<file path="src/rtl/uart_pkg.sv">
// Shared definitions for the UART blocks: drain-FSM encoding and default FIFO depth.
package uart_pkg;

  localparam int unsigned UART_FIFO_DEPTH = 16;

  typedef enum logic [1:0] {
    DRAIN_IDLE    = 2'd0,
    DRAIN_PRESENT = 2'd1,
    DRAIN_GAP     = 2'd2
  } drain_state_t;

endpackage

</file>
<file path="src/rtl/uart_fifo_mem.sv">
// Byte FIFO storage with write/read pointers and occupancy count.
// Synchronous write, asynchronous read of the head entry.
module uart_fifo_mem #(
  parameter int unsigned DEPTH = 16,
  parameter int unsigned AW    = $clog2(DEPTH)
) (
  input  logic          clk,
  input  logic          resetn,
  input  logic          flush,
  input  logic          push,
  input  logic          pop,
  input  logic [7:0]    wr_data,
  output logic [7:0]    rd_data,
  output logic [AW:0]   count,
  output logic          full,
  output logic          empty
);

  localparam logic [AW:0] FULL_COUNT = (AW+1)'(DEPTH);

  logic [7:0]    mem [DEPTH];
  logic [AW-1:0] wr_ptr;
  logic [AW-1:0] rd_ptr;

  always_ff @(posedge clk) begin
    if (push) begin
      mem[wr_ptr] <= wr_data;
    end
  end

  // Pointers are AW bits wide, so DEPTH being a power of two makes the wrap implicit.
  always_ff @(posedge clk) begin
    if (!resetn || flush) begin
      wr_ptr <= '0;
      rd_ptr <= '0;
      count  <= '0;
    end else begin
      if (push) wr_ptr <= wr_ptr + 1'b1;
      if (pop)  rd_ptr <= rd_ptr + 1'b1;
      unique case ({push, pop})
        2'b10:   count <= count + 1'b1;
        2'b01:   count <= count - 1'b1;
        default: count <= count;
      endcase
    end
  end

  assign rd_data = mem[rd_ptr];
  assign full    = (count == FULL_COUNT);
  assign empty   = (count == '0);

endmodule

</file>
<file path="src/rtl/uart_tx_fifo.sv">
// Transmit FIFO feeding a UART data register: buffers producer bytes and drains
// them one at a time through a write strobe that honours the UART busy signal.
module uart_tx_fifo
  import uart_pkg::*;
#(
  parameter int unsigned DEPTH = UART_FIFO_DEPTH,
  parameter int unsigned AW    = $clog2(DEPTH)
) (
  input  logic          clk,
  input  logic          resetn,
  input  logic          wr_valid,
  input  logic [7:0]    wr_data,
  output logic          wr_ready,
  input  logic          flush,
  input  logic [AW:0]   thresh,
  input  logic          ovf_clr,
  input  logic          uart_enabled,
  output logic          uart_dat_we,
  output logic [7:0]    uart_dat_di,
  input  logic          uart_dat_wait,
  output logic [AW:0]   level,
  output logic          empty,
  output logic          full,
  output logic          overflow,
  output logic          irq_low
);

  drain_state_t state_q, state_d;
  logic         push;
  logic         pop;
  logic [AW:0]  count;
  logic [7:0]   head;

  // wr_ready comes from the registered count only, so a same-cycle pop never
  // lets a full FIFO accept.
  assign wr_ready = !full;
  assign push     = wr_valid && wr_ready && !flush;

  uart_fifo_mem #(
    .DEPTH (DEPTH),
    .AW    (AW)
  ) u_mem (
    .clk     (clk),
    .resetn  (resetn),
    .flush   (flush),
    .push    (push),
    .pop     (pop),
    .wr_data (wr_data),
    .rd_data (head),
    .count   (count),
    .full    (full),
    .empty   (empty)
  );

  always_ff @(posedge clk) begin
    if (!resetn || flush) begin
      state_q <= DRAIN_IDLE;
    end else begin
      state_q <= state_d;
    end
  end

  always_comb begin
    state_d     = state_q;
    pop         = 1'b0;
    uart_dat_we = 1'b0;
    unique case (state_q)
      DRAIN_IDLE: begin
        if (!empty && uart_enabled) state_d = DRAIN_PRESENT;
      end
      DRAIN_PRESENT: begin
        uart_dat_we = 1'b1;
        if (!uart_dat_wait) begin
          pop     = 1'b1;
          state_d = DRAIN_GAP;
        end
      end
      DRAIN_GAP: begin
        state_d = DRAIN_IDLE;
      end
      default: begin
        state_d = DRAIN_IDLE;
      end
    endcase
  end

  assign uart_dat_di = head;
  assign level       = count;

  // Setting wins over ovf_clr; flush and reset win over both.
  always_ff @(posedge clk) begin
    if (!resetn || flush) begin
      overflow <= 1'b0;
    end else if (wr_valid && full) begin
      overflow <= 1'b1;
    end else if (ovf_clr) begin
      overflow <= 1'b0;
    end
  end

  always_ff @(posedge clk) begin
    if (!resetn) begin
      irq_low <= 1'b1;
    end else begin
      irq_low <= (count <= thresh);
    end
  end

endmodule

</file>
<file path="config.mk">
export PLATFORM = sky130hd
export DESIGN_NAME = uart_tx_fifo
export DESIGN_NICKNAME = d
export VERILOG_FILES = /design/src/rtl/uart_pkg.sv /design/src/rtl/uart_fifo_mem.sv /design/src/rtl/uart_tx_fifo.sv
export SDC_FILE = /design/constraint.sdc
export NUM_CORES = 1
export LEC_CHECK = 0
export BUFFER_PORTS_ARGS = -buffer_cell sky130_fd_sc_hd__buf_2
export CAP_MARGIN = 20
export CORE_MARGIN = 5
export CORE_UTILIZATION = 54
export CTS_CLUSTER_DIAMETER = 80
export CTS_CLUSTER_SIZE = 14
export DETAILED_ROUTE_END_ITERATION = 8
export PLACE_DENSITY = 0.76
export SLEW_MARGIN = 0
export SYNTH_ARGS = -nofsm -noshare
export SYNTH_HDL_FRONTEND = slang
export SYNTH_HIERARCHICAL = 1
export SYNTH_SLANG_ARGS = --single-unit
</file>
<file path="constraint.sdc">
create_clock -name clk -period 3.1 [get_ports clk]
set_clock_uncertainty 0.15 [all_clocks]
set_input_delay 0.31 -clock clk [delete_from_list [all_inputs] [get_ports clk]]
set_output_delay 0.31 -clock clk [all_outputs]
set_load 0.01 [all_outputs]
</file>
==> impl_metrics.ini <==
[status]
status = finished, final reports clean

[logic_synthesis]
yosys.area_share.simple_pct = 6.93
ys_top_cells_by_count = 128 x edfxtp_1, 21 x dfxtp_1, 18 x mux4_2
synth-adder-area-share_pct = 2.85
synth.mux.area_fraction_pct = 13.2
synthXorXnorAreaFrac_pct = 1.28
synth-edff-count = 128
synthArstFlopShare_pct = 0
seq_area_frac_synth_pct = 69.3
avgSynthCellArea_um2 = 17.8
synth_compound_area_share_pct = 4.03
synth.most_common_cell = edfxtp_1
ys_types = 42
synth_top_family_by_area = multiplexers
syn-cell-area_mm2 = 0.00615
synthTopCellsByArea = edfxtp_1 62%, dfxtp_1 6.8%, mux4_2 6.6%
synth_ff_type = edfxtp_1
syn_inst = 345
synth_warnings = 6
synth_area_leader_cell = edfxtp_1
syn-num-nets = 379
yosys.area.top_type_share_pct = 62.5
ys_ff_latch = 149

[cts]
htreeDepth = 4
clock-sinks = 149
root_buffer = clkbuf_16
tritoncts = done
path_clk_slew_ns = 0.06
clk_path_buf_depth = 2
clk_latency_ns = 0.41
cts_inserted_buffers = 17

[sta]
fin_crit_sh_pct = 94.9
maxSlewViolCount = 0
finalWorstSetupSlack_ns = 0.158
fmax_mhz = 340
setup-violations-final = 0
rsz0062_at_grt = no
tns_ns = 0
hold_violations = 0
period_minus_slack_ns = 2.94
worstMarginPinSlew_ns = 0.794
max_slew_margin_pct = 46.9

[cells_and_area]
synthToLayoutAreaGrowth_pct = 15.2
utilization_pct = 62.9
fill_cells = 752
fin_nets = 433
multiInputGateArea_mm2 = 0.00176
final_cells = 555
drive_above_1_share_pct = 24.5
seqCellArea_mm2 = 0.00427
n_antenna_cell = 0

[die]
initial_core_util_pct = 54.6
ioPinCount = 39
core-area_mm2 = 0.0113
row_count = 39
die_w_um = 117
die_h_um = 117
dieArea_mm2 = 0.0136

[power_and_ir_drop]
ir_drop_v = 0.000383
power_mw = 4.15
p_leak_nw = 2.45
p_per_area_mw_per_mm2 = 586

[worst_hold_path]
hold_class = in -> reg
min_delay_worst_endpoint = overflow
min_from = ovf_clr
whs_path_depth = 3

[drt]
first_pass_iters = 4
drtAntennaViolNets = 0
drt_wl_total_mm = 11.7
routed_via_density = 5.82
vias = 3228
drt-wirelength-per-cell_um = 21.1
drtIter0Drc = 270
drc = 0

[setup_path]
worst_ep_arrival_time_ns = 3.08
r2r-end = u_mem/count[4]
r2r_cells = 11
r2r_setup_slack_ns = 0.16
endpoint_kind = register
cp.required_ns = 3.24
critical_path.max_fanout = 10
start_kind = register
reg2reg_from = u_mem/count[3]
worstSetupPathType = reg -> reg

[global_routing]
antenna_found_initial = 0
grt_pass1_vias = 3348
grt_pass1_wl_mm = 18.3
gr-total-overflow = 0
grt_max_degree = 33
track_usage_pct = 18.6

[place]
dp_cells = 520
io_buffers = 38
dp_hpwl_mm = 7.25
routabilityCongestion = 0.786
post-place-ws_ns = 0.0385

[flow_run]
drv_cap = 0
metrics by stage:
step                      instance area, µm²  hold WS, ns
after floorplan                         6160        0.236
after global placement                  6500        0.253
after detailed placement                6500        0.267
after CTS                               7070      0.00563
after global routing                    7090       0.0283
final                                   7090       0.0174
timing repair:
item	in CTS	in global routing
setup buffers	0	1
hold buffers	2	0
resized for setup	0	3
setup endpoints to repair	0	2
hold endpoints to repair	2	0
state kept, by name, indices dropped and copies added, names as in the netlist, named ones only:
name,count
u_mem/mem,128
u_mem/wr_ptr,4
u_mem/rd_ptr,4
irq_low,1
u_mem/count,5
overflow,1
state_q,2
per-layer routing:
layer | track usage [%] | part of all wire [%] | vias up
li1 | - | - | 1500
met1 | 24.5 | 42 | 1599
met2 | 30.3 | 51 | 117
met3 | 4.87 | 5.9 | 12
met4 | 6.50 | 1.2 | 0
met5 | 0 | 0 | -
worst max-delay path, cell delays in order, from the launching register on:
cell      delay, ns
dfxtp_1        0.36
or4_1          0.61
nor2_4         0.14
nor3b_1        0.08
inv_1          0.12
ha_4           0.20
xor2_1         0.17
ha_1           0.19
a21oi_1        0.08
a221oi_2       0.34
mux2i_1        0.12
a311o_1        0.28
cells by family (layout without fill, tap and decap cells):
kind of cell | after synthesis | after routing
flip-flops | 149 | 149
AND/OR/NAND/NOR | 77 | 77
multiplexers | 36 | 36
AO/OA/AOI/OAI | 34 | 34
buffers and inverters | 26 | 93
adder cells (fa/ha/maj) | 14 | 14
XOR/XNOR | 9 | 9
cell usage in the layout, fill, tap and decap left out, types with 8 or more instances in the layout:
| cell | instances |
|---|---|
| a22oi_1 | 16 |
| and2_1 | 17 |
| buf_2 | 38 |
| buf_4 | 8 |
| clkbuf_16 | 17 |
| dfxtp_1 | 20 |
| edfxtp_1 | 128 |
| ha_1 | 13 |
| inv_1 | 12 |
| mux4_1 | 14 |
| mux4_2 | 18 |
| nand2_1 | 13 |
| nor2_1 | 15 |
how the worst max path moves through the flow:
| stage | cells past startpoint | end | slack [ns] | from |
|---|---|---|---|---|
| global route | 11 | u_mem/count[4] | 0.001 | u_mem/count[3] |
| floorplan | 13 | u_mem/count[4] | 0.02 | u_mem/count[0] |
| finish | 11 | u_mem/count[4] | 0.16 | u_mem/count[3] |
| CTS | 11 | u_mem/count[4] | 0.01 | u_mem/count[3] |
| global placement | 11 | u_mem/count[4] | 0.15 | u_mem/count[3] |
| detailed placement | 11 | u_mem/count[4] | 0.04 | u_mem/count[3] |
power by group:
group / switching (mW) / total (mW) / internal [mW]
Clock: 0.824 / 1.87 / 1.04
Sequential: 0.00263 / 2.18 / 2.18
Combinational: 0.0640 / 0.100 / 0.0364
Total: 0.891 / 4.15 / 3.26
cell type report:
type	count	area share, %
clock inverters	15	1.73
repair buffers	49	4.09
multi-input cells	170	24.8
inverters	12	0.635
flip-flops and latches	149	60.2
clock buffers	17	6.00
well taps	143	2.52
(Power assumes the default switching activity.)
